==> config.mk <==
export PLATFORM = sky130hd
export DESIGN_NAME = fc_layer_seq_flat
export DESIGN_NICKNAME = d
export VERILOG_FILES = /design/src/rtl/fc_pkg.sv /design/src/rtl/fc_layer_seq_if.sv /design/src/rtl/fc_mac_lane.sv /design/src/rtl/fc_layer_seq.sv /design/src/flat_wrapper.sv
export SDC_FILE = /design/constraint.sdc
export NUM_CORES = 2
export LEC_CHECK = 0
export CORE_MARGIN = 1.5
export CORE_UTILIZATION = 45
export DETAILED_ROUTE_END_ITERATION = 16
export DONT_BUFFER_PORTS = 1
export PLACE_DENSITY = 0.71
export SETUP_SLACK_MARGIN = 0.3
export SYNTH_ARGS = -nofsm -noshare
export SYNTH_HDL_FRONTEND = slang
export SYNTH_SLANG_ARGS = --single-unit
==> constraint.sdc <==
create_clock -name clk -period 20.5 [get_ports clk]
set_input_delay 0 -clock clk [delete_from_list [all_inputs] [get_ports clk]]
set_output_delay 0 -clock clk [all_outputs]
set_load 0.02 [all_outputs]
==> src/rtl/fc_pkg.sv <==
// Shared types, sizing helpers and the per-lane post-processing (bias/shift/saturate/ReLU)
// for the sequential fully-connected layer.
package fc_pkg;

  typedef enum logic [1:0] {
    ST_IDLE   = 2'd0,
    ST_MAC    = 2'd1,
    ST_FINISH = 2'd2
  } fc_state_t;

  // Default Q8.8 operand format.
  localparam int Q_DATA_WIDTH = 16;
  localparam int Q_FRAC_BITS  = 8;

  // Working width of the post-processing datapath; wide enough for any legal accumulator.
  localparam int MAXW = 128;

  function automatic int acc_width(input int data_width, input int input_nodes);
    return 2 * data_width + $clog2(input_nodes) + 1;
  endfunction

  function automatic int idx_width(input int input_nodes);
    return (input_nodes > 1) ? $clog2(input_nodes) : 1;
  endfunction

  // Floor-shift back to the Q format, clamp to the signed data range, optionally ReLU.
  function automatic logic signed [MAXW-1:0] post_process(
    input logic signed [MAXW-1:0] s,
    input int                     dw,
    input int                     frac,
    input logic                   relu
  );
    logic signed [MAXW-1:0] r;
    logic signed [MAXW-1:0] hi;
    logic signed [MAXW-1:0] lo;
    r  = s >>> frac;
    hi = (MAXW'(1) <<< (dw - 1)) - MAXW'(1);
    lo = -hi - MAXW'(1);
    if (r > hi)      r = hi;
    else if (r < lo) r = lo;
    if (relu && r[MAXW-1]) r = '0;
    return r;
  endfunction

endpackage

==> src/rtl/fc_layer_seq_if.sv <==
// Start/done handshake and operand/result buses of the fully-connected layer.
interface fc_layer_seq_if #(
  parameter int DATA_WIDTH   = 16,
  parameter int INPUT_NODES  = 4,
  parameter int OUTPUT_NODES = 4
);
  logic                                       start;
  logic [DATA_WIDTH*INPUT_NODES-1:0]          input_fc;
  logic [DATA_WIDTH*INPUT_NODES*OUTPUT_NODES-1:0] weights;
  logic [DATA_WIDTH*OUTPUT_NODES-1:0]         bias;
  logic                                       busy;
  logic                                       done;
  logic                                       out_valid;
  logic [DATA_WIDTH*OUTPUT_NODES-1:0]         output_fc;

  modport master (
    output start, input_fc, weights, bias,
    input  busy, done, out_valid, output_fc
  );

  modport slave (
    input  start, input_fc, weights, bias,
    output busy, done, out_valid, output_fc
  );
endinterface

==> src/rtl/fc_mac_lane.sv <==
// One output neuron: accumulates x*w products, then adds bias and post-processes on finish.
module fc_mac_lane
  import fc_pkg::*;
#(
  parameter int DATA_WIDTH  = 16,
  parameter int FRAC_BITS   = 8,
  parameter int INPUT_NODES = 4,
  parameter int RELU_EN     = 1
) (
  input  logic                         clk,
  input  logic                         reset,
  input  logic                         clear,
  input  logic                         enable,
  input  logic                         finish,
  input  logic signed [DATA_WIDTH-1:0] x,
  input  logic signed [DATA_WIDTH-1:0] w,
  input  logic signed [DATA_WIDTH-1:0] bias,
  output logic        [DATA_WIDTH-1:0] y
);
  localparam int ACC_WIDTH = acc_width(DATA_WIDTH, INPUT_NODES);

  logic signed [2*DATA_WIDTH-1:0] prod;
  logic signed [ACC_WIDTH-1:0]    acc_reg;
  logic signed [MAXW-1:0]         acc_ext;
  logic signed [MAXW-1:0]         bias_ext;
  logic signed [MAXW-1:0]         post;

  assign prod     = x * w;
  assign acc_ext  = {{(MAXW-ACC_WIDTH){acc_reg[ACC_WIDTH-1]}}, acc_reg};
  // Bias is in the operand Q format; lift it to the product scale before adding.
  assign bias_ext = {{(MAXW-DATA_WIDTH){bias[DATA_WIDTH-1]}}, bias} <<< FRAC_BITS;
  assign post     = post_process(acc_ext + bias_ext, DATA_WIDTH, FRAC_BITS, RELU_EN != 0);

  always_ff @(posedge clk or posedge reset) begin
    if (reset) begin
      acc_reg <= '0;
      y       <= '0;
    end else begin
      if (clear)
        acc_reg <= '0;
      else if (enable)
        acc_reg <= acc_reg + {{(ACC_WIDTH-2*DATA_WIDTH){prod[2*DATA_WIDTH-1]}}, prod};
      if (finish)
        y <= post[DATA_WIDTH-1:0];
    end
  end
endmodule

==> src/rtl/fc_layer_seq.sv <==
// Sequential fixed-point fully-connected layer: operand latches, index FSM and one MAC lane
// per output neuron; results stay registered until the next run finishes.
module fc_layer_seq
  import fc_pkg::*;
#(
  parameter int DATA_WIDTH   = 16,
  parameter int FRAC_BITS    = 8,
  parameter int INPUT_NODES  = 4,
  parameter int OUTPUT_NODES = 4,
  parameter int RELU_EN      = 1
) (
  input logic          clk,
  input logic          reset,
  fc_layer_seq_if.slave bus
);
  localparam int IDX_W = idx_width(INPUT_NODES);

  fc_state_t                                      state_reg;
  logic [IDX_W-1:0]                               index_reg;
  logic [DATA_WIDTH*INPUT_NODES-1:0]              x_reg;
  logic [DATA_WIDTH*INPUT_NODES*OUTPUT_NODES-1:0] w_reg;
  logic [DATA_WIDTH*OUTPUT_NODES-1:0]             b_reg;
  logic                                           busy_reg;
  logic                                           done_reg;
  logic                                           out_valid_reg;

  logic signed [DATA_WIDTH-1:0] x_word [INPUT_NODES];
  logic signed [DATA_WIDTH-1:0] w_word [OUTPUT_NODES][INPUT_NODES];
  logic signed [DATA_WIDTH-1:0] x_cur;
  logic                         lane_clear;
  logic                         lane_enable;
  logic                         lane_finish;

  assign lane_clear  = (state_reg == ST_IDLE) && bus.start;
  assign lane_enable = (state_reg == ST_MAC);
  assign lane_finish = (state_reg == ST_FINISH);
  assign x_cur       = x_word[index_reg];

  always_ff @(posedge clk or posedge reset) begin
    if (reset) begin
      state_reg     <= ST_IDLE;
      index_reg     <= '0;
      x_reg         <= '0;
      w_reg         <= '0;
      b_reg         <= '0;
      busy_reg      <= 1'b0;
      done_reg      <= 1'b0;
      out_valid_reg <= 1'b0;
    end else begin
      done_reg <= 1'b0;
      case (state_reg)
        ST_IDLE: begin
          if (bus.start) begin
            x_reg         <= bus.input_fc;
            w_reg         <= bus.weights;
            b_reg         <= bus.bias;
            index_reg     <= '0;
            out_valid_reg <= 1'b0;
            busy_reg      <= 1'b1;
            state_reg     <= ST_MAC;
          end
        end
        ST_MAC: begin
          index_reg <= index_reg + IDX_W'(1);
          if (index_reg == IDX_W'(INPUT_NODES - 1))
            state_reg <= ST_FINISH;
        end
        ST_FINISH: begin
          index_reg     <= '0;
          done_reg      <= 1'b1;
          out_valid_reg <= 1'b1;
          busy_reg      <= 1'b0;
          state_reg     <= ST_IDLE;
        end
        default: state_reg <= ST_IDLE;
      endcase
    end
  end

  genvar gi, gj;
  generate
    for (gj = 0; gj < INPUT_NODES; gj++) begin : g_x
      assign x_word[gj] = x_reg[DATA_WIDTH*gj +: DATA_WIDTH];
    end

    for (gi = 0; gi < OUTPUT_NODES; gi++) begin : g_lane
      for (gj = 0; gj < INPUT_NODES; gj++) begin : g_w
        assign w_word[gi][gj] = w_reg[DATA_WIDTH*(gi*INPUT_NODES+gj) +: DATA_WIDTH];
      end

      fc_mac_lane #(
        .DATA_WIDTH  (DATA_WIDTH),
        .FRAC_BITS   (FRAC_BITS),
        .INPUT_NODES (INPUT_NODES),
        .RELU_EN     (RELU_EN)
      ) u_lane (
        .clk    (clk),
        .reset  (reset),
        .clear  (lane_clear),
        .enable (lane_enable),
        .finish (lane_finish),
        .x      (x_cur),
        .w      (w_word[gi][index_reg]),
        .bias   (b_reg[DATA_WIDTH*gi +: DATA_WIDTH]),
        .y      (bus.output_fc[DATA_WIDTH*gi +: DATA_WIDTH])
      );
    end
  endgenerate

  assign bus.busy      = busy_reg;
  assign bus.done      = done_reg;
  assign bus.out_valid = out_valid_reg;
endmodule

==> src/flat_wrapper.sv <==
// flat-port wrapper written by rule: the top's interface ports become plain ports
module fc_layer_seq_flat import fc_pkg::*;
#(
  parameter int DATA_WIDTH   = 16,
  parameter int FRAC_BITS    = 8,
  parameter int INPUT_NODES  = 4,
  parameter int OUTPUT_NODES = 4,
  parameter int RELU_EN      = 1
)
  (clk, reset, bus_start, bus_input_fc, bus_weights, bus_bias, bus_busy, bus_done, bus_out_valid, bus_output_fc);
  fc_layer_seq_if #(.DATA_WIDTH(DATA_WIDTH), .INPUT_NODES(INPUT_NODES), .OUTPUT_NODES(OUTPUT_NODES)) bus_i ();
  input logic clk;
  input logic reset;
  input wire logic [$bits(bus_i.start)-1:0] bus_start;
  input wire logic [$bits(bus_i.input_fc)-1:0] bus_input_fc;
  input wire logic [$bits(bus_i.weights)-1:0] bus_weights;
  input wire logic [$bits(bus_i.bias)-1:0] bus_bias;
  output wire logic [$bits(bus_i.busy)-1:0] bus_busy;
  output wire logic [$bits(bus_i.done)-1:0] bus_done;
  output wire logic [$bits(bus_i.out_valid)-1:0] bus_out_valid;
  output wire logic [$bits(bus_i.output_fc)-1:0] bus_output_fc;
  assign bus_i.start = bus_start;
  assign bus_i.input_fc = bus_input_fc;
  assign bus_i.weights = bus_weights;
  assign bus_i.bias = bus_bias;
  assign bus_busy = bus_i.busy;
  assign bus_done = bus_i.done;
  assign bus_out_valid = bus_i.out_valid;
  assign bus_output_fc = bus_i.output_fc;
  fc_layer_seq #(.DATA_WIDTH(DATA_WIDTH), .FRAC_BITS(FRAC_BITS), .INPUT_NODES(INPUT_NODES), .OUTPUT_NODES(OUTPUT_NODES), .RELU_EN(RELU_EN)) u_core (.clk(clk), .reset(reset), .bus(bus_i));
endmodule
== Word level (Yosys, flattened, before mapping) ==
Cells that the tools add are included.
Storage, ports and cells
  register bits after elaboration: 595
Cells by class
  reductions and logical operators: 9
  add/subtract/negate cells: 9
  bitwise operators: 1
  order comparisons: 9
  eq/ne operators: 5
  multipliers: 4
  muxes and demuxes: 45
Operators with widths (number)
  128-bit 2-to-1 mux: 8
  35-bit 2-to-1 mux: 8
  16-bit 2-to-1 mux: 14
  16-bit binary-select mux with 2-bit select: 5
  35-bit by 24-bit adder with 36-bit output: 4
  35-bit adder: 4
  16-bit by 16-bit multiplier with 32-bit output: 4
  28-bit by 16-bit > comparator with 1-bit output (second input constant): 4
  28-bit by 16-bit < comparator with 1-bit output (second input constant): 4
  2-bit AND reduction: 4
  2-bit 2-to-1 mux: 3
  2-bit case mux with 3 select lines: 1
  2-bit == test (second input constant): 2
  1-bit case mux with 2 select lines: 2
  2-bit case mux with 2 select lines: 1
  2-bit nonzero test: 2
  3-bit >= comparator (second input constant): 1
  1-bit 2-to-1 mux: 3
  2-bit inverter with 3-bit output: 1
  3-bit nonzero test: 1
  2-bit by 1-bit adder with 2-bit output (second input constant): 1
  2-bit by 1-bit == test with 1-bit output (second input constant): 1
  2-bit zero test: 1
  2-bit by 1-bit != test with 1-bit output (second input constant): 1
  2 further kinds: 2

== Longest topological paths before layout ==
  depth in word-level cells: 8
  depth in mapped cells: 44
  depth with buffers taken out: 40

== Cells and area by module ==
Synthesis repeated with hierarchy kept, for this count alone.
Unflattened totals
  cells, all modules: 7822
  area total of the unflattened synthesis: 78466.5 µm²
Modules (own cells, without submodules)
  fc_layer_seq: times used 1, cells each 935, area each 18242.5 µm², sequential area each 9784.4 µm²
  fc_mac_lane (u_core.g_lane[1].u_lane): times used 1, cells each 1811, area each 15577.4 µm², sequential area each 1276.2 µm²
  fc_mac_lane (u_core.g_lane[0].u_lane): times used 1, cells each 1766, area each 15233.4 µm², sequential area each 1276.2 µm²
  fc_mac_lane (u_core.g_lane[3].u_lane): times used 1, cells each 1670, area each 14720.4 µm², sequential area each 1276.2 µm²
  fc_mac_lane (u_core.g_lane[2].u_lane): times used 1, cells each 1640, area each 14692.8 µm², sequential area each 1276.2 µm²

== Worst setup path after synthesis ==
No wires, ideal clock.
  path kind: register to register
  start: register u_core.index_reg[1]
  end: register u_core.g_lane[0].u_lane.acc_reg[33]
  setup time: 0.135 ns
  setup slack: 10.673 ns
  clock period less this slack: 9.827 ns
  cell stages (with the launch flop): 39
  arrival: 9.691 ns
  buffers on the path: 5
  required time: 20.365 ns
  path through: dfrtp_1 clkbuf_1 clkbuf_1 buf_1 clkbuf_1 mux4_2 clkbuf_1 nand2_1 fa_1 inv_1 fa_1 inv_1 fa_1 inv_1 fa_1 fa_1 inv_1 fa_1 [3 not listed] and3_1 or3_1 a21o_1 a21o_1 a21oi_1 xnor2_1 ha_1 and4_1 a31o_2 a21oi_1 o21ai_0 a22oi_1 a21bo_2 o41ai_1 o2111ai_1 a21oi_1 xor2_1 o21ai_0
Between the ends
  word-level cells in the longest chain between the ends: 8
  elaborated cells between the ends (all ways): 11
  classes of those cells: 1 x add/sub; 1 x mul; 8 x mux; 1 x bitwise
RTL lines
  start, declared: RTL line fc_layer_seq.sv:19  | logic [IDX_W-1:0] index_reg;
  start signal, assigned: RTL line fc_layer_seq.sv:64  | index_reg <= index_reg + IDX_W'(1);
  2-bit inverter with 3-bit output (not written as such) *: RTL line fc_layer_seq.sv:37, fc_layer_seq.sv:103
  16-bit binary-select mux with 2-bit select (on tied branches): RTL line fc_layer_seq.sv:37, fc_layer_seq.sv:103
  16-bit 2-to-1 mux (on tied branches) (2 in series): RTL line fc_layer_seq.sv:37, fc_layer_seq.sv:103
  16-bit by 16-bit multiplier with 32-bit output *: RTL line fc_mac_lane.sv:28  | assign prod = x * w;
  35-bit adder *: RTL line fc_mac_lane.sv:42  | acc_reg <= acc_reg + {{(ACC_WIDTH-2*DATA_WIDTH){prod[2*DATA_WIDTH-1]}}, prod};
  35-bit 2-to-1 mux *: RTL line fc_mac_lane.sv:41  | else if (enable)
  35-bit 2-to-1 mux *: RTL line fc_mac_lane.sv:39  | if (clear)
  end signal, assigned: RTL line fc_mac_lane.sv:42
  end, declared: RTL line fc_mac_lane.sv:23  | logic signed [ACC_WIDTH-1:0] acc_reg;
Every way passes the cells marked *; elsewhere a longest branch is shown, timed or not. The select of a mux whose other input is x is not followed.
A chain may end at the register's enable or synchronous reset.

== Final worst setup path ==
  start: register u_core.index_reg[1]
  end: register u_core.g_lane[3].u_lane.acc_reg[34]
Between the ends
  word-level cells in the longest chain between the ends: 8
  elaborated cells between the ends (all ways): 11
  classes of those cells: 1 x add/sub; 1 x mul; 8 x mux; 1 x bitwise
RTL lines (RTL line)
  2-bit inverter with 3-bit output (not written as such) *: fc_layer_seq.sv:37, fc_layer_seq.sv:103
  16-bit binary-select mux with 2-bit select (on tied branches): fc_layer_seq.sv:37, fc_layer_seq.sv:103
  16-bit 2-to-1 mux (on tied branches) (2 in series): fc_layer_seq.sv:37, fc_layer_seq.sv:103
  16-bit by 16-bit multiplier with 32-bit output *: fc_mac_lane.sv:28
  35-bit adder *: fc_mac_lane.sv:42
  35-bit 2-to-1 mux *: fc_mac_lane.sv:41
  35-bit 2-to-1 mux *: fc_mac_lane.sv:39
  end signal, assigned: fc_mac_lane.sv:42
  end, declared: fc_mac_lane.sv:23
Marks and branches as above.

==> key figures <==
Worst setup path
  – Crit path arrival time: between 10 and 15 ns
  – Reg2reg start: u_core.index_reg[1]
  – WP data required: 21.12 ns
  – Critical path's largest stage delay: 1.10 ns
  – Worst Setup Start Kind: flop
  – Crit Path Class: flop to flop
  – Most used cell, CP: fa_1
  – CP endpoint kind: flop
  – Critical path's slowest cell: nor3b_1
  – CP Max Fanout: 49
  – R2R cell count: 32
  – R2R Path End: u_core.g_lane[3].u_lane.acc_reg[34]
  – Worst reg2reg setup slack: 8.76 ns

Timing
  – Fin crit share: 0.5727
  – Max Clk Rate: 85.17 MHz
  – Fin Setup TNS: 0 ns
  – Max-slew violations: 0
  – Setup-failing EPs final: 0
  – Final hold vios: 0
  – Rel. slew slack: 0.09802
  – Tmin final: 11.74 ns
  – RSZ-0062 raised after global routing: no
  – Worst Skew: 0.08348 ns
  – Least-Margin Pin Slew: 1.350 ns

Global routing
  – Vias in the first global route: 64850
  – Gr usage total: 0.2807
  – Largest net degree at the start of global routing: 182
  – Grt total ovfl: 0
  – Initial antenna violation count: 14
  – First-pass GRT wire length: about 370 mm

Run status
  – Failing checks: design-rule violations
  – Outcome: finished with violations

Clock network
  – Post-cts sizing count: 0
  – Num CTS Buffers: 74
  – Clock Path Buffers: 3
  – CTS tree: yes
  – Root Driver: clkbuf_16
  – Clock slew at reported path FFs: 0.08 ns
  – Post-CTS Repair Setup Buffers: 0
  – H-tree depth: 3
  – CTS sink count: 595
  – Skew-Pair Late Insertion Delay: 0.76 ns

Drt
  – Total wire length: 236.0 mm
  – DR pass1 iterations: 12
  – 1st-iter DRT viols: 4812
  – Via Count: 60570
  – Routed vias/inst: 5.654
  – Wire per inst: 22.03 microns
  – Drt drc: 40
  – Post-route ant nets: 0

Synth
  – Leading area contributor after synthesis: fa_1
  – Post-Syn Area: between 70000 and 80000 sq um
  – Flops & latches, synth: between 500 and 600
  – Post-synth EDFFs: 0
  – Most frequent cells after synthesis: inv_1, fa_1, nand2_1
  – Netlist cell types: between 80 and 90
  – Top cells by area, synth: fa_1, dfrtp_1, ha_1, inv_1, mux2_2
  – Synth warnings: 0
  – Ys flop type: dfrtp_1
  – Post-synth ARST share: 1.000
  – Most frequent cell after synthesis: inv_1
  – Share of the synthesized area in the top cell type: 0.2827
  – Average cell area after synthesis: between 9 and 10 sq um
  – Post-Syn Nets: 9859
  – Synth Instances: 7835
  – Seq/Total Area, Yosys: 0.1991

Floorplan
  – # IOs: about 450
  – Vert. Die Dim: about 410 microns
  – Die W: 410.7 microns
  – Core ar.: 165000 sq um
  – Initial core utilization: 0.4533
  – Die ar.: 168700 sq um
  – Rows: 149

Final layout
  – Share of cells above drive strength 1: 0.08983
  – Fin nets: 10480
  – Fin cells: 10710
  – Synth-to-Final Area Change: 16.83%
  – Max reg flops: 256

Hold path
  – Hold path endpoint: u_core.x_reg[37]
  – Hold_sp: bus_input_fc[37]
  – Hold path depth: 2
  – Worst hold path class: primary input to flop

Flow run
  – Max cap viols: 0

Placement
  – Routability congestion estimate from global placement: 0.9174
  – Buffers on Ports: 0
  – Dpl hpwl: 158.4 mm
  – Placed Instances: 9807
==> cells by family after synthesis <==
group	synth area share
buffers and inverters	0.08043
AOI/OAI and AO/OA	0.1055
muxes	0.08199
and+or+nand+nor	0.1141
adders and majority gates	0.3799
xor gates and xnor gates	0.03911
DFF	0.1991
==> final cells by class <==
class | instances | area (sq um)
Tap cell | 2189 | 2739
Antenna cell | 7 | 17.52
Timing Repair Buffer | 846 | 8295
Sequential cell | 595 | 14900
Clock buffer | 96 | 2014
Clock inverter | 37 | 518.0
Multi-Input combinational cell | 5640 | 54000
Fill cell | 13910 | 77610
Inverter | 1302 | 4896
==> layer usage <==
layer | track usage | vias to the layer above | share of wire
li1 | - | 26530 | -
met1 | 0.3409 | 30040 | 0.38
met2 | 0.4428 | 3039 | 0.45
met3 | 0.07703 | 944 | 0.095
met4 | 0.1745 | 10 | 0.073
met5 | 0 | - | 0.00021
==> critical path: cells and delay by family (launching register included) <==
kind | cells | cell delay (ns)
buffers and inverters | 6 | 1.67
flip-flops | 1 | 0.93
AO/OA/AOI/OAI | 10 | 2.37
adder cells (fa/ha/maj) | 8 | 4.29
multiplexers | 1 | 0.19
XOR/XNOR | 1 | 0.19
AND/OR/NAND/NOR | 6 | 1.82
==> worst max path at each step <==
stage / from / to / cells past startpoint
detailed placement: u_core.index_reg[1] / u_core.g_lane[1].u_lane.acc_reg[32] / 36
floorplan: reset / u_core.b_reg[0] / 1
finish: u_core.index_reg[1] / u_core.g_lane[3].u_lane.acc_reg[34] / 32
global route: u_core.index_reg[1] / u_core.g_lane[3].u_lane.acc_reg[34] / 35
global placement: u_core.index_reg[1] / u_core.g_lane[0].u_lane.acc_reg[33] / 37
CTS: u_core.index_reg[1] / u_core.g_lane[1].u_lane.acc_reg[32] / 36
==> per-stage QoR <==
stage / instance area [sq um] / hold WS [ns] / utilization / setup slack, ns
after floorplan: 74790 / 0.1517 / - / 3.847
after global placement: 77150 / 0.05110 / 0.4676 / 10.02
after detailed placement: 77150 / 0.05987 / 0.4676 / 9.762
after CTS: 87360 / 0.001253 / 0.5295 / 9.642
after global routing: 87370 / 0.02369 / 0.5296 / 8.489
final: 87380 / 0.03679 / 0.5296 / 8.759
==> cells in the final DEF, fill, tap and decap left out, types with 21 or more instances in the layout <==
master	netlist	routed
dlygate4sd3_1	0	764
mux2_2	429	429
a22o_1	23	23
o21ai_0	295	290
and2_1	167	167
a211oi_1	31	31
o211ai_1	21	21
nand2_1	732	731
nor2b_1	34	34
and3_1	37	37
fa_1	1056	1056
ha_1	581	581
nand2b_1	75	74
a21o_1	148	148
or3_1	21	21
nor3_1	63	62
a31oi_1	38	38
xor2_1	118	118
o21bai_1	65	64
or2_2	46	46
nand3_1	63	63
inv_1	1302	1300
xnor2_1	216	216
a21oi_1	350	350
mux4_2	36	36
dfrtp_1	595	593
o21ai_1	44	28
nor2_1	599	598
mux2i_1	49	49
o21ai_2	0	21
clkbuf_16	0	74
o21a_1	68	68
buf_4	0	80
nand4_1	21	21
==> repair_timing <==
item	CTS	global route
endpoints found under the setup margin	0	0
endpoints found under the hold margin	561	0
hold buffers	765	0
Power is left out: the tool's default activity adds up to more than one toggle a clock period on the data nets, which glitch-free logic cannot reach.
